**src/rtl/input_pkg.sv**
```systemverilog
// Shared types for the game input controller: button indices,
// channel FSM states and the command bundle handed to game logic.
package input_pkg;

  localparam int BTN_LEFT   = 0;
  localparam int BTN_RIGHT  = 1;
  localparam int BTN_ROTATE = 2;
  localparam int BTN_DROP   = 3;

  localparam int CMD_ID_W = 2;

  typedef enum logic [1:0] {
    ST_IDLE,
    ST_DAS,
    ST_ARR
  } ch_state_t;

  typedef struct packed {
    logic [CMD_ID_W-1:0] id;
    logic                rpt;
  } cmd_t;

endpackage

```
**src/rtl/btn_channel.sv**
```systemverilog
// One button lane: debounce, press edge detection and
// delayed auto-shift repeat event generation.
module btn_channel
  import input_pkg::*;
#(
  parameter int DEBOUNCE_CYCLES = 250000,
  parameter int DAS_CYCLES      = 4000000,
  parameter int ARR_CYCLES      = 1250000,
  parameter bit REPEAT_EN       = 1'b1
) (
  input  logic clk,
  input  logic rst,
  input  logic btn_sync,
  output logic stable,
  output logic evt,
  output logic evt_rep
);

  localparam int DB_W   = $clog2(DEBOUNCE_CYCLES) + 1;
  localparam int TM_MAX = (DAS_CYCLES > ARR_CYCLES) ?
                          DAS_CYCLES : ARR_CYCLES;
  localparam int TM_W   = $clog2(TM_MAX) + 1;

  localparam logic [DB_W-1:0] DB_LAST  = DB_W'(DEBOUNCE_CYCLES - 1);
  localparam logic [TM_W-1:0] DAS_LAST = TM_W'(DAS_CYCLES - 1);
  localparam logic [TM_W-1:0] ARR_LAST = TM_W'(ARR_CYCLES - 1);

  logic            r_stable;
  logic [DB_W-1:0] r_db_cnt;
  ch_state_t       r_state;
  ch_state_t       w_nxt_state;
  logic [TM_W-1:0] r_tmr;
  logic [TM_W-1:0] w_nxt_tmr;
  logic            w_diff;
  logic            w_accept;
  logic            w_rise;
  logic            w_fall;

  assign w_diff   = btn_sync ^ r_stable;
  assign w_accept = w_diff && (r_db_cnt == DB_LAST);
  // Edges are taken at acceptance so the FSM moves with stable.
  assign w_rise   = w_accept && btn_sync;
  assign w_fall   = w_accept && !btn_sync;
  assign stable   = r_stable;

  always_ff @(posedge clk) begin
    if (rst) begin
      r_stable <= 1'b0;
      r_db_cnt <= '0;
    end else if (!w_diff) begin
      r_db_cnt <= '0;
    end else if (w_accept) begin
      r_stable <= btn_sync;
      r_db_cnt <= '0;
    end else begin
      r_db_cnt <= r_db_cnt + 1'b1;
    end
  end

  always_ff @(posedge clk) begin
    if (rst) begin
      r_state <= ST_IDLE;
      r_tmr   <= '0;
    end else begin
      r_state <= w_nxt_state;
      r_tmr   <= w_nxt_tmr;
    end
  end

  always_comb begin
    w_nxt_state = r_state;
    w_nxt_tmr   = r_tmr;
    evt         = 1'b0;
    evt_rep     = 1'b0;
    unique case (r_state)
      ST_IDLE: begin
        if (w_rise) begin
          w_nxt_state = ST_DAS;
          w_nxt_tmr   = '0;
          evt         = 1'b1;
        end
      end
      ST_DAS: begin
        if (w_fall) begin
          w_nxt_state = ST_IDLE;
          w_nxt_tmr   = '0;
        end else if (REPEAT_EN && r_tmr == DAS_LAST) begin
          w_nxt_state = ST_ARR;
          w_nxt_tmr   = '0;
          evt         = 1'b1;
          evt_rep     = 1'b1;
        end else if (r_tmr != DAS_LAST) begin
          // Non-repeating buttons park at terminal count.
          w_nxt_tmr = r_tmr + 1'b1;
        end
      end
      ST_ARR: begin
        if (w_fall) begin
          w_nxt_state = ST_IDLE;
          w_nxt_tmr   = '0;
        end else if (r_tmr == ARR_LAST) begin
          w_nxt_tmr = '0;
          evt       = 1'b1;
          evt_rep   = 1'b1;
        end else begin
          w_nxt_tmr = r_tmr + 1'b1;
        end
      end
      default: begin
        w_nxt_state = ST_IDLE;
        w_nxt_tmr   = '0;
      end
    endcase
  end

endmodule

```
**src/rtl/button_ctrl.sv**
```systemverilog
// Button input controller: per-button channels, pending latches,
// fixed-priority arbiter and a valid/ready command register.
module button_ctrl
  import input_pkg::*;
#(
  parameter int           NUM_BTN         = 4,
  parameter int           DEBOUNCE_CYCLES = 250000,
  parameter int           DAS_CYCLES      = 4000000,
  parameter int           ARR_CYCLES      = 1250000,
  parameter logic [NUM_BTN-1:0] REPEAT_MASK = 4'b0011
) (
  input  logic                       clk,
  input  logic                       rst,
  input  logic [NUM_BTN-1:0]         btn_sync,
  output logic                       cmd_valid,
  input  logic                       cmd_ready,
  output logic [$clog2(NUM_BTN)-1:0] cmd_id,
  output logic                       cmd_repeat,
  output logic [NUM_BTN-1:0]         btn_stable
);

  localparam int ID_W = $clog2(NUM_BTN);

  logic [NUM_BTN-1:0]  w_evt;
  logic [NUM_BTN-1:0]  w_evt_rep;
  logic [NUM_BTN-1:0]  r_pend;
  logic [NUM_BTN-1:0]  r_pend_rep;
  logic [NUM_BTN-1:0]  w_gnt;
  logic                w_can;
  logic                w_any;
  cmd_t                w_nxt_cmd;
  cmd_t                r_cmd;
  logic                r_valid;

  for (genvar g = 0; g < NUM_BTN; g++) begin : g_ch
    btn_channel #(
      .DEBOUNCE_CYCLES (DEBOUNCE_CYCLES),
      .DAS_CYCLES      (DAS_CYCLES),
      .ARR_CYCLES      (ARR_CYCLES),
      .REPEAT_EN       (REPEAT_MASK[g])
    ) u_ch (
      .clk      (clk),
      .rst      (rst),
      .btn_sync (btn_sync[g]),
      .stable   (btn_stable[g]),
      .evt      (w_evt[g]),
      .evt_rep  (w_evt_rep[g])
    );
  end

  assign w_can = !r_valid || cmd_ready;
  assign w_any = |r_pend;

  // Scan high to low so the lowest pending index wins.
  always_comb begin
    w_gnt     = '0;
    w_nxt_cmd = '0;
    for (int i = NUM_BTN - 1; i >= 0; i--) begin
      if (r_pend[i]) begin
        w_gnt         = '0;
        w_gnt[i]      = 1'b1;
        w_nxt_cmd.id  = CMD_ID_W'(i);
        w_nxt_cmd.rpt = r_pend_rep[i];
      end
    end
    if (!w_can) w_gnt = '0;
  end

  always_ff @(posedge clk) begin
    if (rst) begin
      r_pend     <= '0;
      r_pend_rep <= '0;
    end else begin
      r_pend     <= (r_pend & ~w_gnt) | w_evt;
      r_pend_rep <= (r_pend_rep & ~w_evt) | (w_evt & w_evt_rep);
    end
  end

  always_ff @(posedge clk) begin
    if (rst) begin
      r_valid <= 1'b0;
      r_cmd   <= '0;
    end else if (w_can && w_any) begin
      r_valid <= 1'b1;
      r_cmd   <= w_nxt_cmd;
    end else if (cmd_ready) begin
      r_valid <= 1'b0;
    end
  end

  assign cmd_valid  = r_valid;
  assign cmd_id     = ID_W'(r_cmd.id);
  assign cmd_repeat = r_cmd.rpt;

endmodule
```
**config.mk**
```make
export PLATFORM = sky130hd
export DESIGN_NAME = button_ctrl
export DESIGN_NICKNAME = d
export VERILOG_FILES = /design/src/rtl/input_pkg.sv /design/src/rtl/btn_channel.sv /design/src/rtl/button_ctrl.sv
export SDC_FILE = /design/constraint.sdc
export NUM_CORES = 1
export LEC_CHECK = 0
export CAP_MARGIN = 10
export CORE_ASPECT_RATIO = 0.8
export CORE_MARGIN = 5
export CORE_UTILIZATION = 45
export CTS_CLUSTER_SIZE = 14
export DETAILED_ROUTE_END_ITERATION = 12
export PLACE_DENSITY = 0.68
export SLEW_MARGIN = 20
export SYNTH_ARGS = -nofsm -noshare
export SYNTH_HDL_FRONTEND = slang
export SYNTH_HIERARCHICAL = 1
export SYNTH_SLANG_ARGS = --single-unit
export TNS_END_PERCENT = 100
```
**constraint.sdc**
```tcl
create_clock -name clk -period 6.85 [get_ports clk]
set_input_delay 1.37 -clock clk [delete_from_list [all_inputs] [get_ports clk]]
set_output_delay 1.37 -clock clk [all_outputs]
set_load 0.05 [all_outputs]
```
==> impl_results.md, run 1 <==
- Status: finished clean
- Die area: just under 20000 µm²
- Dpl cells: 1126
- Register area share after synthesis: 38.1%
- Gp weighted congestion: between 0.7 and 0.8
- Die Ht: 126 µm
- Root Driver: clkbuf_16
- PortBufs: 14
- Synth area leaders: dfxtp_1 (38%), nor2_1 (6.7%), nand3_1 (5.4%)
- Final min period: between 3 and 4 ns
- TritonCTS Buffers: 17
- Pin count of the biggest net entering global routing: slightly below 80
- Nets@finish: approximately 950
- Num Clock Sinks: 144
- DPL Wire Length: between 9 and 10 mm
- Crit. End Element: flip-flop
- Top-area cell type share of the netlist area: 38.1%
- Post-synth top cells: dfxtp_1 (144), nor2_1 (135), nand2_1 (98)
- WL met3: 442 µm
- Core Util, Final: 50.9%
- Predominant post-synthesis flop cell: dfxtp_1
- Grt ovf: 0
- Cell count along the critical path: 6
- Clk_skew: just under 0.009 ns
- Initial antenna violation count: 0
- Power Density: 212 nW/µm²
- Synth-to-Final Area Change: 11.3%
- Tot Pwr: about 0.0018 W
- Vias after detailed routing: 6298
- Worst Setup SP: btn_sync[1]
- Max_cap viols: 0
- Worst r2r src: g_ch[0].u_ch/r_db_cnt[0]
- Number of synthesized flops with an enable pin: 0
- Footprint of the multi-input gates: 4380 µm²
- CTS tree: done
- H-tree depth: 4
- Syn_nets: about 940
- Share of cells above drive strength 1: 8.32%
- RSZ-0062 raised after global routing: false
- DRT antenna net count: 0
- Die W: 155 µm
- Final-report hold violation count: 0
- Min-Delay Path Class: reg -> reg
- Critical Path Start Type: input pin
- Setup CP Type: in -> reg
- CTS resizes: 0
- First-pass DRT Iterations: 5
- Yosys warning total: 6
- Avg WL per Cell: approximately 13 µm
- Core footprint: 16600 µm²
- Syn avg cell area: 8.21 µm²
- Drt initial violations: 396
- RR Endpoint: g_ch[0].u_ch/r_tmr[10]
- Max clock buf depth: 2
- Yosys reg bits: 144
- Number of fill cells: 1559
- R2R depth: 7
- Synthesized cell area: 7570 µm²
- Period utilization: 53.1%
- Postcts setup bufs: 0
- Setup_tns: 0 ns
- Worst Path Required: 7.18 ns
- Clock transition at the registers of the reported paths: about 0.06 ns
- CP top delay family: compound AO/OA/AOI/OAI gates
- Crit path max-delay cell type: a211oi_4
- Top sig layer: met4
- Worst Path Arrival: 3.97 ns
- Slew margin rel.: 33.2%
- WL met2: 6.25 mm
- Vias in the first global route: 5552
- Effective utilization at floorplan: 45.7%
- Metal-1 WL: 8.02 mm
- Setup violators final: 0
- # IOs: 15
- FF-to-FF setup slack: 3.70 ns
- GRT Resource Usage Total: 15.7%
- Via-to-Cell Ratio: 5.44
- Max Slew Vio Count: 0
- Synth unique cells: 64
- Number of diodes: 0
- Critical Path Fanout Max: 25
- Buf/Inv on CP: 1
- Reg area: 2880 µm²
- Synth Instances: just over 900
- Row count: 42
- Crit path largest cell delay: 0.83 ns
- FFs w/ async S/R, synth: 0%
- P_leak: ~2.4 nW
- Final Non-Filler Cells: 1157
- DRC viols: 0
- Final WL: 14.9 mm
- First-pass GRT wire length: 26.1 mm
- Worst-Margin Slew: 1.00 ns
- Hold-fix buffers, CTS: 0
- Later-pin clock latency in the skew report: roughly 0.42 ns
- VDD IR-drop max: 0.146 mV
- Synth area leader: dfxtp_1
- Worst path cell trace: clkdlybuf4s50_1 > nand2b_1 > o31a_1 > a211oi_4 > or3b_1 > a31oi_1
- Max Freq: between 200 and 300 MHz
- Most common cell in the netlist: dfxtp_1
- Worst setup endpoint: g_ch[1].u_ch/r_tmr[10]
==> per-layer routing <==
layer / GRT usage [%] / vias up
li1: - / 3305
met1: 23.2 / 2903
met2: 22.4 / 78
met3: 3.43 / 12
met4: 5.50 / 0
met5: 0 / -
==> final cells by class <==
cell class,instances,area share (%)
Timing Repair Buffer,19,2.05
Clock buffer,19,5.38
Sequential cell,144,34.2
Multi-Input combinational cell,709,52.0
Tap cell,220,3.27
Inverter,34,1.52
Clock inverter,12,1.59
==> stage by stage <==
| step | hold slack (ns) | cell area [µm²] | worst slack [ns] |
|---|---|---|---|
| after floorplan | 0.430 | 7570 | 4.13 |
| after global placement | 0.443 | 7830 | 2.82 |
| after detailed placement | 0.454 | 7830 | 2.79 |
| after CTS | 0.468 | 8420 | 3.23 |
| after global routing | 0.485 | 8420 | 2.99 |
| final | 0.461 | 8420 | 3.22 |
==> sequential cells by signal, summed over array words and instances (netlist names), named ones only <==
signal	count
cmd_id	2
cmd_repeat	1
cmd_valid	1
g_ch.u_ch/r_db_cnt	76
g_ch.u_ch/r_state	6
g_ch.u_ch/r_tmr	46
g_ch.u_ch/stable	4
r_pend	4
==> worst reg2reg max path: cells and delay by family (launching register included) <==
| kind | cells | cell delay, ns |
|---|---|---|
| adder cells (fa/ha/maj) | 1 | 0.19 |
| AND/OR/NAND/NOR | 3 | 0.87 |
| AO/OA/AOI/OAI | 3 | 1.64 |
| flip-flops | 1 | 0.37 |
==> where the power goes <==
part,internal [W],switching [W],total [W]
logic,0.00000974,0.0000201,0.0000298
registers,0.000842,0.00000357,0.000846
clock network,0.000555,0.000355,0.000910
==> worst min path at each step <==
stage,depth (start not counted),endpoint,from,slack [ns]
CTS,1,g_ch[3].u_ch/r_db_cnt[0],g_ch[3].u_ch/r_db_cnt[0],0.47
detailed placement,1,g_ch[0].u_ch/r_db_cnt[0],g_ch[0].u_ch/r_db_cnt[0],0.45
floorplan,1,g_ch[0].u_ch/r_db_cnt[0],g_ch[0].u_ch/r_db_cnt[0],0.43
global route,1,g_ch[1].u_ch/r_db_cnt[0],g_ch[1].u_ch/r_db_cnt[0],0.48
finish,1,g_ch[3].u_ch/r_db_cnt[0],g_ch[3].u_ch/r_db_cnt[0],0.46
global placement,1,g_ch[0].u_ch/r_db_cnt[0],g_ch[0].u_ch/r_db_cnt[0],0.44
==> cells in the final DEF, fill, tap and decap left out, drive strengths merged, types with 14 or more instances in the layout <==
cell    count
dfxtp     144
nor2      135
nand2     100
nand3      86
xnor2      44
a31oi      39
inv        36
a21oi      33
nor4       28
nand4      25
nor3       25
nand3b     19
xor2       19
clkbuf     19
o21ai      16
ha         14
==> kinds of logic (layout without fill, tap and decap cells) <==
logic type	Yosys count	after routing	synth area share [%]
muxes	8	8	1.06
DFF	144	144	38.1
buffers and inverters	69	84	4.13
adders and majority gates	14	14	2.31
xor gates and xnor gates	63	63	7.29
and+or+nand+nor	498	498	35.4
AOI/OAI and AO/OA	124	124	11.6
other	2	2	0.0992
Note: power is estimated with default switching activity, not from simulation.
==> run 2: changes to the inputs <==
Settings changed: PLACE_DENSITY 0.68 to 0.7.
Clock period 6.85 ns to 3.2 ns, I/O delays scaled along.
==> impl_results.md, run 2 (synthesized netlist as in run 1, its figures left out) <==
- Setup_tns: 0 ns (unchanged)
- WL met3: 475 µm (was 442 µm)
- Commonest non-fill, non-tap cell in the layout: dfxtp_1 (unchanged)
- Largest reg by FF count: g_ch.u_ch/r_db_cnt (unchanged)
- CTS resizes: 0 (unchanged)
- Postcts setup bufs: 0 (unchanged)
- Worst Path Required: 3.49 ns (was 7.18 ns)
- Reg area: 2880 µm² (unchanged)
- Top sig layer: met4 (unchanged)
- Nets@finish: 955 (was 946)
- Max clock buf depth: 2 (unchanged)
- Vias after detailed routing: 6464 (was 6298)
- Fin area: 8500 µm² (was 8420 µm²)
- Tot Pwr: 0.00391 W (was 0.00179 W)
- Top flop regs: g_ch.u_ch/r_db_cnt (76), g_ch.u_ch/r_tmr (46), g_ch.u_ch/r_state (6) (unchanged)
- Crit. End Element: flip-flop (unchanged)
- Slew margin rel.: 52.7% (was 33.2%)
- Critical Path Fanout Max: 15 (was 25)
- Drt initial violations: 426 (was 396)
- Footprint of the multi-input gates: 4370 µm² (was 4380 µm²)
- Share of cells above drive strength 1: 8.77% (was 8.32%)
- Final-report hold violation count: 0 (unchanged)
- Status: finished clean (unchanged)
- Pin count of the biggest net entering global routing: 30 (was 78)
- Die W: 155 µm (unchanged)
- Clk_skew: 0.00936 ns (was 0.00892 ns)
- Root Driver: clkbuf_16 (unchanged)
- Num Clock Sinks: 144 (unchanged)
- P_leak: 2.49 nW (was 2.44 nW)
- H-tree depth: 4 (unchanged)
- Number of flip-flops in the largest register: 76 (unchanged)
- Row count: 42 (unchanged)
- RSZ-0062 raised after global routing: false (unchanged)
- Hold-fix buffers, CTS: 0 (unchanged)
- Hold Path Stages: 1 (unchanged)
- Clock transition at the registers of the reported paths: 0.05 ns (was 0.06 ns)
- Later-pin clock latency in the skew report: 0.42 ns (about the same)
- PortBufs: 14 (unchanged)
- DRT antenna net count: 0 (unchanged)
- # IOs: 15 (unchanged)
- Period utilization: 81.4%
- Min-Delay Path Class: reg -> reg (unchanged)
- Worst Path Arrival: 2.89 ns (was 3.97 ns)
- R2R depth: 8 (was 7)
- Gp weighted congestion: 0.822 (was 0.759)
- DRC viols: 0 (unchanged)
- Synth-to-Final Area Change: 12.3% (was 11.3%)
- WL met2: 6.87 mm (was 6.25 mm)
- Worst-Margin Slew: 0.710 ns (was 1.00 ns)
- Effective utilization at floorplan: 45.7% (unchanged)
- First-pass GRT wire length: 26.8 mm (was 26.1 mm)
- Number of fill cells: 1599 (was 1559)
- Via-to-Cell Ratio: 5.54 (was 5.44)
- GRT Resource Usage Total: 16.1% (was 15.7%)
- Initial antenna violation count: 0 (unchanged)
- Die area: 19500 µm² (unchanged)
- Critical Path Start Type: flip-flop (was input pin)
- Metal-1 WL: 8.22 mm (was 8.02 mm)
- Core footprint: 16600 µm² (unchanged)
- VDD IR-drop max: 0.274 mV (was 0.146 mV)
- Hold_ws: 0.458 ns (was 0.461 ns)
- Max Freq: 384 MHz
- Setup violators final: 0 (unchanged)
- DPL Wire Length: 10.6 mm (was 9.88 mm)
- Most frequent cells in the layout: dfxtp_1 (144), nor2_1 (135), nand2_1 (98) (unchanged)
- Post-place instance area: 7900 µm² (was 7830 µm²)
- Max Slew Vio Count: 0 (unchanged)
- Final min period: approximately 2.6 ns
- Avg WL per Cell: 13.5 µm (was 12.9 µm)
- Number of diodes: 0 (unchanged)
- Final WL: 15.7 mm (was 14.9 mm)
- Vias in the first global route: 5761 (was 5552)
- Setup CP Type: reg -> reg (was in -> reg)
- CTS tree: done (unchanged)
- Die Ht: 126 µm (unchanged)
- First-pass DRT Iterations: 4 (was 5)
- Power Density: 459 nW/µm² (was 212 nW/µm²)
- TritonCTS Buffers: 17 (unchanged)
- Max_cap viols: 0 (unchanged)
- Grt ovf: 0 (unchanged)
-- run 2: per-stage QoR --
stage / instances / util, % / setup slack, ns
2_1_floorplan: 922 / - / 0.947
3_3_place_gp: 1135 / 47.7 / 0.530
3_5_place_dp: 1135 / 47.7 / 0.487
4_1_cts: 1166 / 51.4 / 0.593
5_1_grt: 1166 / 51.4 / 0.336
6_report: 1166 / 51.4 / 0.595
-- run 2: power breakdown --
part | internal [W] | switching [W] | total, W | leakage (nW)
sequential | 0.00180 | 0.00000780 | 0.00181 | 1.16
clock | 0.00130 | 0.000733 | 0.00203 | 0.294
combinational | 0.0000230 | 0.0000438 | 0.0000668 | 1.03
-- run 2: per-layer routing --
metal	up-vias	global-route usage [%]
met4	0	4.62
met5	-	0
met1	3055	22.6
met3	8	4.01
li1	3329	-
met2	72	24.7
-- run 2: area by class of cell --
type                       instances  area share, %
clock buffer                      20           5.14
clock inverter                    11           1.94
inverter                          34           1.50
multi-input combinational        709           51.4
sequential                       144           33.9
tap                              220           3.24
timing repair buffer              28           2.83
-- run 2: critical path, cell delays in order (launching register included) --
cell and delay [ns]:
dfxtp_1 0.38, ha_1 0.22, nand3_1 0.17, nand4bb_2 0.35, o41ai_2 0.59, a21oi_1 0.30, buf_4 0.28, nand3b_1 0.10
a31oi_1 0.08
-- run 2: final timing paths --
check	from	endpoint	slack [ns]
worst min register to register	g_ch[1].u_ch/r_db_cnt[0]	g_ch[1].u_ch/r_db_cnt[0]	0.46
worst max-delay path	g_ch[0].u_ch/r_tmr[0]	g_ch[0].u_ch/r_tmr[8]	0.60
worst max register to register	g_ch[0].u_ch/r_tmr[0]	g_ch[0].u_ch/r_tmr[8]	0.60
worst min-delay path	g_ch[1].u_ch/r_db_cnt[0]	g_ch[1].u_ch/r_db_cnt[0]	0.46
==> run 3: changes to the inputs <==
Clock period 3.2 ns to 2.16 ns, I/O delays scaled along.
==> impl_results.md, run 3 (synthesized netlist as in run 1, its figures left out) <==
- Vias in the first global route: 6278 (was 5761)
- Crit path max-delay cell type: dfxtp_2 (was o41ai_2)
- Setup CP Type: reg -> reg (unchanged)
- Pin count of the biggest net entering global routing: 25 (was 30)
- Nets@finish: 1081 (was 955)
- Critical Path Fanout Max: 3 (was 15)
- CP top delay family: simple AND/OR/NAND/NOR gates (was compound AO/OA/AOI/OAI gates)
- Synth-to-Final Area Change: 31.0% (was 12.3%)
- Min-Delay Path Class: in -> reg (was reg -> reg)
- Gp weighted congestion: 0.830 (was 0.822)
- GRT Resource Usage Total: 17.7% (was 16.1%)
- DRT antenna net count: 0 (unchanged)
- Avg WL per Cell: 13.9 µm (was 13.5 µm)
- # IOs: 15 (unchanged)
- Final worst slack: -0.0318 ns (was 0.595 ns)
- Clk_skew: 0.0107 ns (was 0.00936 ns)
- FF-to-FF setup slack: -0.03 ns (was 0.60 ns)
- First-pass DRT Iterations: 5 (was 4)
- Post-place setup slack: -0.206 ns (was 0.487 ns)
- Critical Path Start Type: flip-flop (unchanged)
- End of the worst hold path: r_pend[0] (was g_ch[1].u_ch/r_db_cnt[0])
- Die W: 155 µm (unchanged)
- Buf/Inv on CP: 1 (unchanged)
- Number of flip-flops in the largest register: 76 (unchanged)
- Hold-fix buffers, CTS: 0 (unchanged)
- Root Driver: clkbuf_16 (unchanged)
- Commonest non-fill, non-tap cell in the layout: nor2_1 (was dfxtp_1)
- R2R depth: 10 (was 8)
- Row count: 42 (unchanged)
- Share of cells above drive strength 1: 25.6% (was 8.77%)
- Later-pin clock latency in the skew report: 0.43 ns (was 0.42 ns)
- Worst path cell trace: ha_4 > nand3_4 > nand4bb_4 > buf_4 > nor4_2 > nand2_1 > a21o_1 > a21oi_4 > mux2i_1 > nor2_1 (was ha_1 > nand3_1 > nand4bb_2 > o41ai_2 > a21oi_1 > buf_4 > nand3b_1 > a31oi_1)
- P_leak: 3.24 nW (was 2.49 nW)
- DRC viols: 0 (unchanged)
- RSZ-0062 raised after global routing: true (was false)
- Crit. End Element: flip-flop (unchanged)
- Power Density: 572 nW/µm² (was 459 nW/µm²)
- Worst Path Arrival: 2.50 ns (was 2.89 ns)
- Crit path largest cell delay: 0.36 ns (was 0.59 ns)
- CTS tree: done (unchanged)
- DPL Wire Length: 11.8 mm (was 10.6 mm)
- H-tree depth: 4 (unchanged)
- Min-delay src: rst (was g_ch[1].u_ch/r_db_cnt[0])
- Final min period: 2.19 ns (was 2.60 ns)
- VDD IR-drop max: 0.528 mV (was 0.274 mV)
- Drt initial violations: 427 (was 426)
- Die area: 19500 µm² (unchanged)
- Setup_tns: -0.0502 ns (was 0 ns)
- Hold Path Stages: 2 (was 1)
- Via-to-Cell Ratio: 5.39 (was 5.54)
- Number of diodes: 0 (unchanged)
- Grt ovf: 0 (unchanged)
- Core footprint: 16600 µm² (unchanged)
- Effective utilization at floorplan: 45.7% (unchanged)
- Worst r2r src: g_ch[1].u_ch/r_tmr[1] (was g_ch[0].u_ch/r_tmr[0])
- Max Slew Vio Count: 0 (unchanged)
- Top flop regs: g_ch.u_ch/r_db_cnt (76), g_ch.u_ch/r_tmr (46), g_ch.u_ch/r_state (6) (unchanged)
- Status: finished with violations (was finished clean)
- Final WL: 17.9 mm (was 15.7 mm)
- Setup violators final: 3 (was 0)
- TritonCTS Buffers: 17 (unchanged)
- Worst Path Required: 2.47 ns (was 3.49 ns)
- Die Ht: 126 µm (unchanged)
- Max Freq: 456 MHz (was 384 MHz)
- Violated checks: negative setup slack
- Clock transition at the registers of the reported paths: 0.06 ns (was 0.05 ns)
- Max clock buf depth: 2 (unchanged)
- Max_cap viols: 0 (unchanged)
- Slew margin rel.: 51.9% (was 52.7%)
- Worst-Margin Slew: 0.722 ns (was 0.710 ns)
- Num Clock Sinks: 144 (unchanged)
- Most frequent cells in the layout: nor2_1 (135), dfxtp_1 (125), buf_4 (124) (was dfxtp_1 (144), nor2_1 (135), nand2_1 (98))
- PortBufs: 14 (unchanged)
- Vias after detailed routing: 6972 (was 6464)
- Largest reg by FF count: g_ch.u_ch/r_db_cnt (unchanged)
- Initial antenna violation count: 0 (unchanged)
- Final-report hold violation count: 0 (unchanged)
- First-pass GRT wire length: 29.3 mm (was 26.8 mm)
- Period utilization: 101% (was 81.4%)
-- run 3: what timing repair did --
| action | CTS | global route |
|---|---|---|
| gates cloned | 0 | 4 |
| setup endpoints to repair | 30 | 52 |
| gates resized for setup | 20 | 64 |
| pin swaps | 7 | 39 |
| buffers inserted | 3 | 11 |
| endpoints found under the hold margin | 0 | 0 |
-- run 3: layout make-up --
class	count	area (µm²)
Clock buffer	17	425
Clock inverter	15	148
Fill cell	1431	6640
Inverter	34	128
Multi-Input combinational cell	709	4730
Sequential cell	144	2910
Tap cell	220	275
Timing Repair Buffer	154	1310
-- run 3: per-layer routing --
metal | part of all wire [%] | global-route usage [%]
met1 | 49 | 25.6
met2 | 45 | 26.6
met3 | 4.3 | 4.32
met4 | 1.4 | 4.52
met5 | 0 | 0
-- run 3: stage by stage --
| step | std cells | total power (W) | hold WS, ns | area [µm²] | util (%) |
|---|---|---|---|---|---|
| final | 1293 | 0.00567 | 0.435 | 9910 | 59.9 |
| after CTS | 1279 | 0.00574 | 0.420 | 9510 | 57.4 |
| after detailed placement | 1245 | 0.00285 | 0.451 | 8820 | 53.3 |
| after floorplan | 922 | 0.00280 | 0.410 | 7630 | - |
| after global routing | 1293 | 0.00588 | 0.433 | 9910 | 59.9 |
| after global placement | 1245 | 0.00285 | 0.444 | 8820 | 53.3 |
-- run 3: how the worst max path moves through the flow --
stage                                        start                endpoint  cells after the start
after floorplan             g_ch[1].u_ch/r_tmr[12]   g_ch[1].u_ch/r_tmr[0]                      8
after global placement                 btn_sync[0]  g_ch[0].u_ch/r_tmr[20]                      7
after detailed placement               btn_sync[0]  g_ch[0].u_ch/r_tmr[15]                      7
after CTS                 g_ch[1].u_ch/r_db_cnt[8]  g_ch[1].u_ch/r_tmr[22]                      6
after global routing         g_ch[0].u_ch/r_tmr[0]               flip-flop                     10
final                        g_ch[1].u_ch/r_tmr[1]               flip-flop                     10
-- run 3: power by group --
part           internal [W]  total, W  switching, W
clock               0.00162   0.00288       0.00126
combinational     0.0000421  0.000110     0.0000677
sequential          0.00267   0.00268     0.0000104
total               0.00433   0.00567       0.00134
